[src/rtl/gpl_status_pkg.sv]
// ---------------------------------------------------------------------------
// gpl_status_pkg
// Shared definitions for the GPL status generator and the downstream
// fsm_gpl_status detector: default field widths and the state encoding.
// ---------------------------------------------------------------------------
package gpl_status_pkg;

    // Default widths of the hold/gap length fields and of the repeat field.
    localparam int GPL_CNT_W = 8;
    localparam int GPL_REP_W = 4;

    // Generator FSM states. The encoding is visible on the debug port, so
    // keep it stable.
    typedef enum logic [1:0] {
        ST_IDLE = 2'd0,
        ST_HIGH = 2'd1,
        ST_GAP  = 2'd2,
        ST_DONE = 2'd3
    } gpl_state_t;

endpackage : gpl_status_pkg

[src/rtl/gpl_down_cnt.sv]
// ---------------------------------------------------------------------------
// gpl_down_cnt
// Loadable down-counter with a zero flag. It stops at zero instead of
// wrapping around.
//
// Ports:
//   clk      - system clock
//   arst     - synchronous active-high reset, clears the count
//   load     - load load_val (has priority over dec)
//   load_val - value to load
//   dec      - decrement by one when the count is non-zero
//   zero     - count is zero
// ---------------------------------------------------------------------------
module gpl_down_cnt #(
    parameter int W = 8
) (
    input  logic         clk,
    input  logic         arst,
    input  logic         load,
    input  logic [W-1:0] load_val,
    input  logic         dec,
    output logic         zero
);

    logic [W-1:0] cnt;

    always_ff @(posedge clk) begin
        if (arst) begin
            cnt <= '0;
        end else if (load) begin
            cnt <= load_val;
        end else if (dec && (cnt != '0)) begin
            cnt <= cnt - W'(1);
        end
    end

    assign zero = (cnt == '0);

endmodule : gpl_down_cnt

[src/rtl/gpl_status_gen.sv]
// ---------------------------------------------------------------------------
// gpl_status_gen
// Generates a burst of gpl_status pulses for the fsm_gpl_status detector.
// Each pulse is high for hold_len cycles. Pulses are separated by
// max(gap_len,1) low cycles. A burst contains repeat_n pulses.
//
// Ports:
//   clk        - system clock
//   arst       - synchronous active-high reset
//   ena        - generator enable; dropping it aborts a running burst
//   start      - one-cycle burst request
//   hold_len   - high cycles per pulse
//   gap_len    - low cycles between pulses (0 behaves as 1)
//   repeat_n   - number of pulses in the burst
//   specreg    - feedback from the detector
//   gpl_status - generated status level (registered)
//   busy       - burst in progress, including the DONE cycle
//   done       - one-cycle end-of-burst pulse
//   aborted    - valid with done; sticky until the next accepted start
//   ack_seen   - sticky; specreg was seen high while busy
//   dbg_state  - current FSM state (gpl_state_t encoding)
//
// Handshake: start is a request with no data phase. It is taken only when
// the FSM is in IDLE and ena=1 in the same cycle (implicit ready = !busy).
// A start outside that window is dropped, not queued. The parameters are
// captured on acceptance, so later changes on the inputs do not affect the
// running burst.
// ---------------------------------------------------------------------------
module gpl_status_gen
    import gpl_status_pkg::*;
#(
    parameter int CNT_W = GPL_CNT_W,
    parameter int REP_W = GPL_REP_W
) (
    input  logic             clk,
    input  logic             arst,
    input  logic             ena,
    input  logic             start,
    input  logic [CNT_W-1:0] hold_len,
    input  logic [CNT_W-1:0] gap_len,
    input  logic [REP_W-1:0] repeat_n,
    input  logic             specreg,
    output logic             gpl_status,
    output logic             busy,
    output logic             done,
    output logic             aborted,
    output logic             ack_seen,
    output logic [1:0]       dbg_state
);

    gpl_state_t       state;
    logic [CNT_W-1:0] hold_q;
    logic [CNT_W-1:0] gap_q;
    logic [CNT_W-1:0] gap_m1;

    // Counter control
    logic             len_load;
    logic [CNT_W-1:0] len_val;
    logic             len_dec;
    logic             len_zero;
    logic             rep_load;
    logic [REP_W-1:0] rep_val;
    logic             rep_dec;
    logic             rep_zero;

    logic accept;
    logic degenerate;

    assign accept     = (state == ST_IDLE) && start && ena;
    assign degenerate = (hold_len == '0) || (repeat_n == '0);
    // A zero gap is stretched to one cycle so that adjacent pulses stay separate.
    assign gap_m1     = (gap_q == '0) ? '0 : gap_q - CNT_W'(1);
    assign dbg_state  = state;

    // Both counters are loaded with (length - 1). A zero flag therefore marks
    // the last cycle of a phase, or the last pulse of the burst.
    always_comb begin
        len_load = 1'b0;
        len_val  = '0;
        len_dec  = 1'b0;
        rep_load = 1'b0;
        rep_val  = '0;
        rep_dec  = 1'b0;
        case (state)
            ST_IDLE: begin
                if (accept) begin
                    len_load = 1'b1;
                    len_val  = hold_len - CNT_W'(1);
                    rep_load = 1'b1;
                    rep_val  = repeat_n - REP_W'(1);
                end
            end
            ST_HIGH: begin
                if (ena) begin
                    if (len_zero) begin
                        rep_dec = 1'b1;
                        if (!rep_zero) begin
                            len_load = 1'b1;
                            len_val  = gap_m1;
                        end
                    end else begin
                        len_dec = 1'b1;
                    end
                end
            end
            ST_GAP: begin
                if (ena) begin
                    if (len_zero) begin
                        len_load = 1'b1;
                        len_val  = hold_q - CNT_W'(1);
                    end else begin
                        len_dec = 1'b1;
                    end
                end
            end
            default: ;
        endcase
    end

    gpl_down_cnt #(.W(CNT_W)) u_len_cnt (
        .clk      (clk),
        .arst     (arst),
        .load     (len_load),
        .load_val (len_val),
        .dec      (len_dec),
        .zero     (len_zero)
    );

    gpl_down_cnt #(.W(REP_W)) u_rep_cnt (
        .clk      (clk),
        .arst     (arst),
        .load     (rep_load),
        .load_val (rep_val),
        .dec      (rep_dec),
        .zero     (rep_zero)
    );

    always_ff @(posedge clk) begin
        if (arst) begin
            state      <= ST_IDLE;
            gpl_status <= 1'b0;
            busy       <= 1'b0;
            done       <= 1'b0;
            aborted    <= 1'b0;
            ack_seen   <= 1'b0;
            hold_q     <= '0;
            gap_q      <= '0;
        end else begin
            if (busy && specreg) begin
                ack_seen <= 1'b1;
            end
            case (state)
                ST_IDLE: begin
                    gpl_status <= 1'b0;
                    busy       <= 1'b0;
                    done       <= 1'b0;
                    if (accept) begin
                        hold_q   <= hold_len;
                        gap_q    <= gap_len;
                        ack_seen <= 1'b0;
                        aborted  <= 1'b0;
                        busy     <= 1'b1;
                        if (degenerate) begin
                            state <= ST_DONE;
                            done  <= 1'b1;
                        end else begin
                            state      <= ST_HIGH;
                            gpl_status <= 1'b1;
                        end
                    end
                end
                ST_HIGH: begin
                    if (!ena) begin
                        state      <= ST_DONE;
                        gpl_status <= 1'b0;
                        done       <= 1'b1;
                        aborted    <= 1'b1;
                    end else if (len_zero) begin
                        gpl_status <= 1'b0;
                        if (rep_zero) begin
                            state <= ST_DONE;
                            done  <= 1'b1;
                        end else begin
                            state <= ST_GAP;
                        end
                    end
                end
                ST_GAP: begin
                    if (!ena) begin
                        state      <= ST_DONE;
                        gpl_status <= 1'b0;
                        done       <= 1'b1;
                        aborted    <= 1'b1;
                    end else if (len_zero) begin
                        state      <= ST_HIGH;
                        gpl_status <= 1'b1;
                    end
                end
                ST_DONE: begin
                    state      <= ST_IDLE;
                    gpl_status <= 1'b0;
                    busy       <= 1'b0;
                    done       <= 1'b0;
                end
                default: begin
                    state <= ST_IDLE;
                end
            endcase
        end
    end

endmodule : gpl_status_gen

[config.mk]
export PLATFORM = sky130hd
export DESIGN_NAME = gpl_status_gen
export DESIGN_NICKNAME = d
export VERILOG_FILES = /design/src/rtl/gpl_status_pkg.sv /design/src/rtl/gpl_down_cnt.sv /design/src/rtl/gpl_status_gen.sv
export SDC_FILE = /design/constraint.sdc
export NUM_CORES = 1
export LEC_CHECK = 0
export CAP_MARGIN = 30
export CORE_UTILIZATION = 55
export DETAILED_ROUTE_END_ITERATION = 12
export GPL_TIMING_DRIVEN = 0
export PLACE_DENSITY = 0.82
export SLEW_MARGIN = 20
export SYNTH_ARGS = -nofsm -noshare
export SYNTH_HDL_FRONTEND = slang
export SYNTH_HIERARCHICAL = 1
export SYNTH_SLANG_ARGS = --single-unit
[constraint.sdc]
create_clock -name clk -period 3.2 [get_ports clk]
set_input_delay 0.64 -clock clk [delete_from_list [all_inputs] [get_ports clk]]
set_output_delay 0.64 -clock clk [all_outputs]
set_load 0.02 [all_outputs]
==> results of run 1 <==
timing repair:
item                                    CTS  global route
resized for setup                         0             1
hold endpoints to repair                  0             0
endpoints found under the setup margin    0             5
worst min-delay path by stage:
| stage | startpoint | end |
|---|---|---|
| finish | hold_q[7] | hold_q[7] |
| global route | hold_q[7] | hold_q[7] |
| CTS | hold_q[7] | hold_q[7] |
| detailed placement | hold_q[7] | hold_q[7] |
| global placement | hold_q[7] | hold_q[7] |
| floorplan | hold_q[7] | hold_q[7] |
metal layers:
| metal | track usage (%) | wire length [um] |
|---|---|---|
| met1 | 34.7 | 2760 |
| met2 | 46.1 | 2930 |
| met3 | 6.58 | 371 |
| met4 | 10.7 | 155 |
| met5 | 0 | 0 |
power by group through the flow:
stage | clock, mW | sequential, mW | combinational, mW
finish | 0.316 | 0.503 | 0.363
global route | 0.335 | 0.507 | 0.401
global placement | 0 | 0.509 | 0.348
floorplan | 0 | 0.510 | 0.245
CTS | 0.318 | 0.502 | 0.359
detailed placement | 0 | 0.512 | 0.357
critical path, stage by stage:
cell and delay, ps:
clkdlybuf4s50_1 410, buf_2 180, nand3_1 150, buf_2 250, buf_1 460, a31oi_1 180, clkbuf_1 250, or3_2 510
a21oi_1 140
flip-flops by register name, indices dropped and copies added, names as in the netlist:
name,cells
gap_q,8
dbg_state,2
hold_q,8
u_len_cnt/cnt,8
done,1
u_rep_cnt/cnt,4
busy,1
aborted,1
ack_seen,1
gpl_status,1
area by class of cell:
cell class / instances / share of cell area [%]
Multi-Input combinational cell: 247 / 55.4
Sequential cell: 35 / 24.0
Timing Repair Buffer: 31 / 10.6
Inverter: 25 / 3.21
Clock buffer: 7 / 2.61
Tap cell: 50 / 2.14
Buffer: 13 / 1.80
Clock inverter: 1 / 0.171
logic make-up (layout without fill, tap and decap cells):
group	Yosys count	count (layout)	synth area share (%)
XOR/XNOR	12	12	4.26
AND/OR/NAND/NOR	131	131	28.9
multiplexers	3	3	1.22
flip-flops	35	35	28.4
AO/OA/AOI/OAI	87	87	24.2
buffers and inverters	38	77	5.94
adder cells (fa/ha/maj)	14	14	7.10
synth_stat cells (3+ instances only):
library cell	instances
buf_1	3
xor2_1	7
a21oi_1	32
a21boi_0	3
o21ai_0	10
o21a_1	3
dfxtp_1	35
nor3_1	13
nor3b_1	9
nor2_1	27
a211oi_1	5
nand2_1	45
xnor2_1	5
nor4_1	4
ha_1	14
nand4b_1	3
a311oi_1	5
o31ai_1	3
inv_1	23
mux2i_1	3
a31oi_1	8
buf_2	3
clkbuf_1	7
nand3_1	4
or4_1	4
metrics by stage:
| stage | instances | hold WS, ps | total power, mW | setup TNS [ps] |
|---|---|---|---|---|
| finish | 409 | 486 | 1.18 | 0 |
| global route | 409 | 519 | 1.24 | 0 |
| CTS | 409 | 481 | 1.18 | 0 |
| detailed placement | 401 | 472 | 0.868 | -424 |
| global placement | 401 | 453 | 0.858 | -271 |
| floorplan | 320 | 441 | 0.755 | 0 |
==> impl_table.tex, run 1 <==
\begin{tabular}{lr}
\hline
Metric & Value \\
\hline
\multicolumn{2}{l}{\textbf{Run status}} \\
Run status & finished, final reports clean \\
\multicolumn{2}{l}{\textbf{STA}} \\
Number of hold violations in the final report & 0 \\
Worst-margin pin slew & 697 ps \\
Fraction of the cycle the final worst path needs & 92.1\% \\
Setup repair after global routing missed its margin & false \\
Clock tree skew after final layout & approximately 6.5 ps \\
Clock period minus worst slack & 2950 ps \\
Fin worst setup slack & 252 ps \\
Max transition margin & 53.5\% \\
Fmax & 339 MHz \\
Max-slew violation count & 0 \\
Final setup violation count & 0 \\
\multicolumn{2}{l}{\textbf{Finish}} \\
Area of all sequential standard cells & roughly 700 sq um \\
Most common cell after layout, fill and taps aside & nand2\_1 \\
Total area of multi-input combinational cells & between 1500 and 2000 sq um \\
Post-Route Utilization & a little over two thirds \\
Proportion of layout cells with a drive suffix above 1 & a little over 7\% \\
Commonest non-fill, non-tap cells in the layout & nand2\_1, dfxtp\_1, a21oi\_1, clkdlybuf4s50\_1, nor2\_1 \\
Layout-stage area growth over the synthesis result & 18.4\% \\
Number of diodes & 0 \\
Total Nets Final & $\sim$400 \\
Post-route design area & 2920 sq um \\
Filler Cell Count & 364 \\
\multicolumn{2}{l}{\textbf{Yosys}} \\
Mapped cell area & 2470 sq um \\
Number of library cell types mapped by synthesis & 56 \\
Sequential-to-total area share from yosys stat & 28.4\% \\
Cell type with the highest aggregate area in the netlist & dfxtp\_1 \\
Most frequently used flop master after synthesis & dfxtp\_1 \\
Syn\_area\_per\_cell & approximately 7.7 sq um \\
Number of enable flip-flop cells after synthesis & 0 \\
Yosys reg bits & 35 \\
Gate count after technology mapping & 320 \\
Ys async rst share & 0\% \\
Post-Synthesis Net Count & 359 \\
Largest cells by area after synthesis & dfxtp\_1, ha\_1, nand2\_1 \\
Synthesis warning total & 6 \\
Area share of the leading cell type in the synthesized netlist & roughly 28\% \\
\multicolumn{2}{l}{\textbf{Detailed routing}} \\
Number of routed nets with antenna violations & 0 \\
Average detailed-routed wire length per instance & 15.2 um \\
Pre-antenna DRT Iters & 4 \\
Routed via count & approximately 2500 \\
Violation count after the first detailed-routing iteration & 149 \\
Post-route DRC violation count & 0 \\
Sum of routed wire length over all layers & 6220 um \\
Vias per cell & 6.07 \\
\multicolumn{2}{l}{\textbf{Setup path}} \\
Element type at the critical path start & input port \\
Endpoint kind of the worst setup timing path & flip-flop \\
Crit. Startpoint & ena \\
Flop2flop setup slack & 340 ps \\
Top fanout value on the critical path & 10 \\
Critical register-to-register path startpoint & u\_len\_cnt/cnt[2] \\
End of the worst register-to-register path & u\_len\_cnt/cnt[5] \\
Worst Reg2Reg Path Length in Cells & 9 \\
Endpoint arrival time on the critical path & 3170 ps \\
Critical path start-end classification & input port to flip-flop \\
Critical Path Sink & u\_len\_cnt/cnt[2] \\
Required arrival time at the worst endpoint & 3430 ps \\
\multicolumn{2}{l}{\textbf{Clock tree}} \\
Clock root cell & clkbuf\_8 \\
CTS Sinks & 35 \\
CTS H-Tree Depth & 2 \\
Cts bufs inserted & 5 \\
Clock tree from TritonCTS & done \\
Clock latency on the worst-skew pair & 290 ps \\
Post-CTS Setup Inserts & 0 \\
Quantity of hold-fixing buffers added after cts & 0 \\
Worst-path clk slew & 70 ps \\
Number of buffers on the longest clock path & 2 \\
\multicolumn{2}{l}{\textbf{Worst hold path}} \\
Hold Path Depth & 2 \\
Path class of the lowest-slack min-delay path & flip-flop to flip-flop \\
\multicolumn{2}{l}{\textbf{Pwr}} \\
Standby leakage power & 1.07 nW \\
Peak ir drop on the vdd network & 0.275 mV \\
Net Sw Power & roughly 400 uW \\
Net switching fraction of the power & 34.0\% \\
Pwr dens & 405 nW/um\^{}2 \\
Clock Power Share & 26.7\% \\
Share of total power in combinational logic & 30.7\% \\
Internal power summed over all cells & 780 uW \\
Share of power burned in registers & approximately 43\% \\
\multicolumn{2}{l}{\textbf{Floorplan}} \\
Total number of placement rows & 23 \\
Placeable Area & $\sim$4100 sq um \\
Starting density of the core & 59.5\% \\
Die area & 4760 sq um \\
Die height & 69.0 um \\
Die outline width & 69.0 um \\
Number of top-level pins & 32 \\
\multicolumn{2}{l}{\textbf{Place}} \\
Detail Placement HPWL & 4640 um \\
Instance area at placement & 2840 sq um \\
Count of buffers inserted at the top-level ports & 31 \\
Gp weighted congestion & 0.883 \\
Pre-CTS WS & -111 ps \\
\multicolumn{2}{l}{\textbf{GRT}} \\
Initial antenna violation count & 0 \\
Vias in the first global route & 2212 \\
Total grt overflow & 0 \\
GRT Total Usage & 27.9\% \\
Pin count of the biggest net entering global routing & 14 \\
Global-route wire length before repair & 9900 um \\
\multicolumn{2}{l}{\textbf{Run}} \\
Max Cap Violations & 0 \\
\hline
\end{tabular}
(Power assumes the default switching activity.)
==> run 2: changes to the inputs <==
- SKIP_CTS_REPAIR_TIMING: not set -> 1
==> results of run 2 <==
Same layout as run 1: the final DEF is identical, and so are final timing and power.
==> run 3: changes to the inputs <==
- ABC_AREA: not set -> 1
- PLACE_DENSITY: 0.82 -> 0.81
- SLEW_MARGIN: 20 -> not set
==> impl_table.tex, run 3 <==
\begin{tabular}{lr}
\hline
Metric & Value \\
\hline
\multicolumn{2}{l}{\textbf{Yosys}} \\
Cell type with the highest aggregate area in the netlist & dfxtp\_1 \\
Sequential-to-total area share from yosys stat & 27.1\% \\
Post-Synthesis Net Count & about 460 \\
Yosys reg bits & 35 \\
Leading cell type by number of instances after synthesis & nand2\_1 \\
Synthesis warning total & 6 \\
Synth top cells by count & nand2\_1, inv\_1, nand3\_1 \\
Area share of the leading cell type in the synthesized netlist & about 27\% \\
Ys async rst share & 0\% \\
Number of enable flip-flop cells after synthesis & 0 \\
Largest cells by area after synthesis & dfxtp\_1, nand2\_1, nand3\_1 \\
Number of library cell types mapped by synthesis & 33 \\
Most frequently used flop master after synthesis & dfxtp\_1 \\
Mapped cell area & between 2000 and 3000 sq um \\
Syn\_area\_per\_cell & 6.17 sq um \\
Gate count after technology mapping & approximately 420 \\
\multicolumn{2}{l}{\textbf{Clock tree}} \\
CTS H-Tree Depth & 2 \\
Worst-path clk slew & 70 ps \\
Clock tree from TritonCTS & done \\
Clock latency on the worst-skew pair & about 280 ps \\
Clock root cell & clkbuf\_8 \\
Number of buffers on the longest clock path & 2 \\
Cts bufs inserted & 5 \\
CTS Sinks & 35 \\
\multicolumn{2}{l}{\textbf{GRT}} \\
Pin count of the biggest net entering global routing & 14 \\
Vias in the first global route & roughly 2600 \\
Initial antenna violation count & 0 \\
Global-route wire length before repair & 11300 um \\
Total grt overflow & 0 \\
GRT Total Usage & 28.1\% \\
\multicolumn{2}{l}{\textbf{STA}} \\
Max-slew violation count & 0 \\
Clock tree skew after final layout & approximately 4.8 ps \\
Setup repair after global routing missed its margin & false \\
Number of hold violations in the final report & 0 \\
Fmax & 377 MHz \\
Max transition margin & 58.4\% \\
Post-route setup TNS & 0 ps \\
Worst-margin pin slew & 622 ps \\
Clock period minus worst slack & approximately 2700 ps \\
Fraction of the cycle the final worst path needs & between 80\% and 90\% \\
Final setup violation count & 0 \\
\multicolumn{2}{l}{\textbf{Pwr}} \\
Share of power burned in registers & 29.3\% \\
Net switching fraction of the power & 46.2\% \\
Peak ir drop on the vdd network & 0.369 mV \\
Standby leakage power & about 1.4 nW \\
Net Sw Power & $\sim$1000 uW \\
Clock Power Share & between 15 and 20\% \\
Share of total power in combinational logic & 55.2\% \\
Pwr dens & 694 nW/um\^{}2 \\
Overall power consumption & 2.11 mW \\
Internal power summed over all cells & 1.14 mW \\
\multicolumn{2}{l}{\textbf{Finish}} \\
Area of all sequential standard cells & between 700 and 800 sq um \\
Number of diodes & 0 \\
Filler Cell Count & 434 \\
Proportion of layout cells with a drive suffix above 1 & 7.22\% \\
Total area of multi-input combinational cells & 1580 sq um \\
Total Nets Final & 496 \\
Largest registers & gap\_q x8, hold\_q x8, u\_len\_cnt/cnt x8 \\
Layout-stage area growth over the synthesis result & 17.9\% \\
Most common cell after layout, fill and taps aside & nand2\_1 \\
Commonest non-fill, non-tap cells in the layout & nand2\_1, inv\_1, nand3\_1, nor2\_1, dfxtp\_1 \\
\multicolumn{2}{l}{\textbf{Setup path}} \\
End of the worst register-to-register path & u\_len\_cnt/cnt[3] \\
Element type at the critical path start & flip-flop \\
Endpoint arrival time on the critical path & 2800 ps \\
Worst Reg2Reg Path Length in Cells & 14 \\
Endpoint kind of the worst setup timing path & flip-flop \\
Top fanout value on the critical path & 10 \\
Flop2flop setup slack & roughly 550 ps \\
Critical path start-end classification & flip-flop to flip-flop \\
Critical register-to-register path startpoint & u\_len\_cnt/cnt[0] \\
Required arrival time at the worst endpoint & approximately 3300 ps \\
\multicolumn{2}{l}{\textbf{Worst hold path}} \\
Path class of the lowest-slack min-delay path & flip-flop to flip-flop \\
Hold Path Depth & 2 \\
Startpoint of the most critical hold path & hold\_q[7] \\
Worst hold path endpoint & hold\_q[7] \\
\multicolumn{2}{l}{\textbf{Floorplan}} \\
Die area & 4980 sq um \\
Total number of placement rows & 24 \\
Placeable Area & 4440 sq um \\
Starting density of the core & about three fifths \\
Die outline width & 70.6 um \\
Number of top-level pins & 32 \\
Die height & 70.6 um \\
\multicolumn{2}{l}{\textbf{Detailed routing}} \\
Routed via count & 2727 \\
Post-route DRC violation count & 0 \\
Sum of routed wire length over all layers & 6480 um \\
Violation count after the first detailed-routing iteration & 160 \\
Vias per cell & 5.36 \\
Number of routed nets with antenna violations & 0 \\
Average detailed-routed wire length per instance & 12.7 um \\
Pre-antenna DRT Iters & 4 \\
\multicolumn{2}{l}{\textbf{Run}} \\
Max Cap Violations & 0 \\
\multicolumn{2}{l}{\textbf{Place}} \\
Gp weighted congestion & 0.921 \\
Detail Placement HPWL & 5030 um \\
Count of buffers inserted at the top-level ports & 31 \\
\multicolumn{2}{l}{\textbf{Run status}} \\
Run status & finished, final reports clean \\
\hline
\end{tabular}
==> run 3: changes by cell type in the layout (fill, tap and decap cells not counted), moves of 4 or more <==
cell and delta:
xnor2_1 -4, nor3b_1 -9, clkbuf_1 -6, nand2_1 +40, nor2_1 +20, o21ai_0 +24
a311oi_1 -4, nor3_1 -7, nand2_4 +4, nand3_1 +45, or4_1 -4, inv_1 +42
a211oi_1 -4
==> run 3: kinds of logic (layout without fill, tap and decap cells) <==
| group | count (synthesis) | after routing | synth area share [%] |
|---|---|---|---|
| buffers and inverters | 79 | 117 | 11.8 |
| and+or+nand+nor | 207 | 207 | 36.3 |
| DFF | 35 | 35 | 27.1 |
| xor gates and xnor gates | 5 | 5 | 1.69 |
| AOI/OAI and AO/OA | 79 | 79 | 16.4 |
| adders and majority gates | 14 | 14 | 6.78 |
==> run 3: layout make-up <==
type / count / share of cell area, %
plain buffers: 7 / 1.03
clock buffers: 6 / 2.71
clock inverters: 1 / 0.164
inverters: 72 / 8.95
multi-input cells: 305 / 51.8
flip-flops and latches: 35 / 23.0
well taps: 52 / 2.13
repair buffers: 31 / 10.2
==> run 3: critical path, stage by stage, from the launching register on <==
cell and delay, ps:
dfxtp_1 310, inv_1 170, ha_1 180, nand2_1 70, nor2_1 290, inv_1 180
nor2_4 220, inv_1 80, a31oi_1 160, clkbuf_1 320, inv_2 170, nand2_4 140
clkinv_2 90, nand2_1 70, a21oi_1 60
==> run 3: how the worst max path moves through the flow <==
stage,to,depth (start not counted),startpoint,slack [ps]
after floorplan,u_len_cnt/cnt[1],14,u_len_cnt/cnt[0],960
after global placement,u_len_cnt/cnt[2],11,ena,290
after detailed placement,u_len_cnt/cnt[3],11,ena,250
after CTS,u_len_cnt/cnt[3],11,ena,550
after global routing,u_len_cnt/cnt[2],14,u_len_cnt/cnt[0],220
final,u_len_cnt/cnt[3],14,u_len_cnt/cnt[0],550
==> run 3: layer usage <==
metal,GRT usage [%],share of wire (%),up-vias
met2,50.9,48,59
met1,36.3,47,1228
met4,5.33,0.82,0
met5,0,0,-
li1,-,-,1434
met3,3.42,4.0,6
==> run 3: stage by stage <==
step / worst slack [ps] / util, % / hold slack, ps / cell area [sq um] / instances
after floorplan: 963 / - / 438 / 2580 / 419
after global placement: 287 / 66.6 / 453 / 2960 / 502
after detailed placement: 247 / 66.6 / 469 / 2960 / 502
after CTS: 550 / 68.6 / 480 / 3050 / 509
after global routing: 218 / 68.6 / 498 / 3050 / 509
final: 546 / 68.6 / 482 / 3050 / 509
==> run 3: power groups by stage <==
stage | Combinational [mW] | Sequential (mW) | Clock (mW)
2_1_floorplan | 0.844 | 0.644 | 0
3_3_place_gp | 1.12 | 0.625 | 0
3_5_place_dp | 1.15 | 0.626 | 0
4_1_cts | 1.16 | 0.617 | 0.333
5_1_grt | 1.32 | 0.633 | 0.352
6_report | 1.17 | 0.619 | 0.330
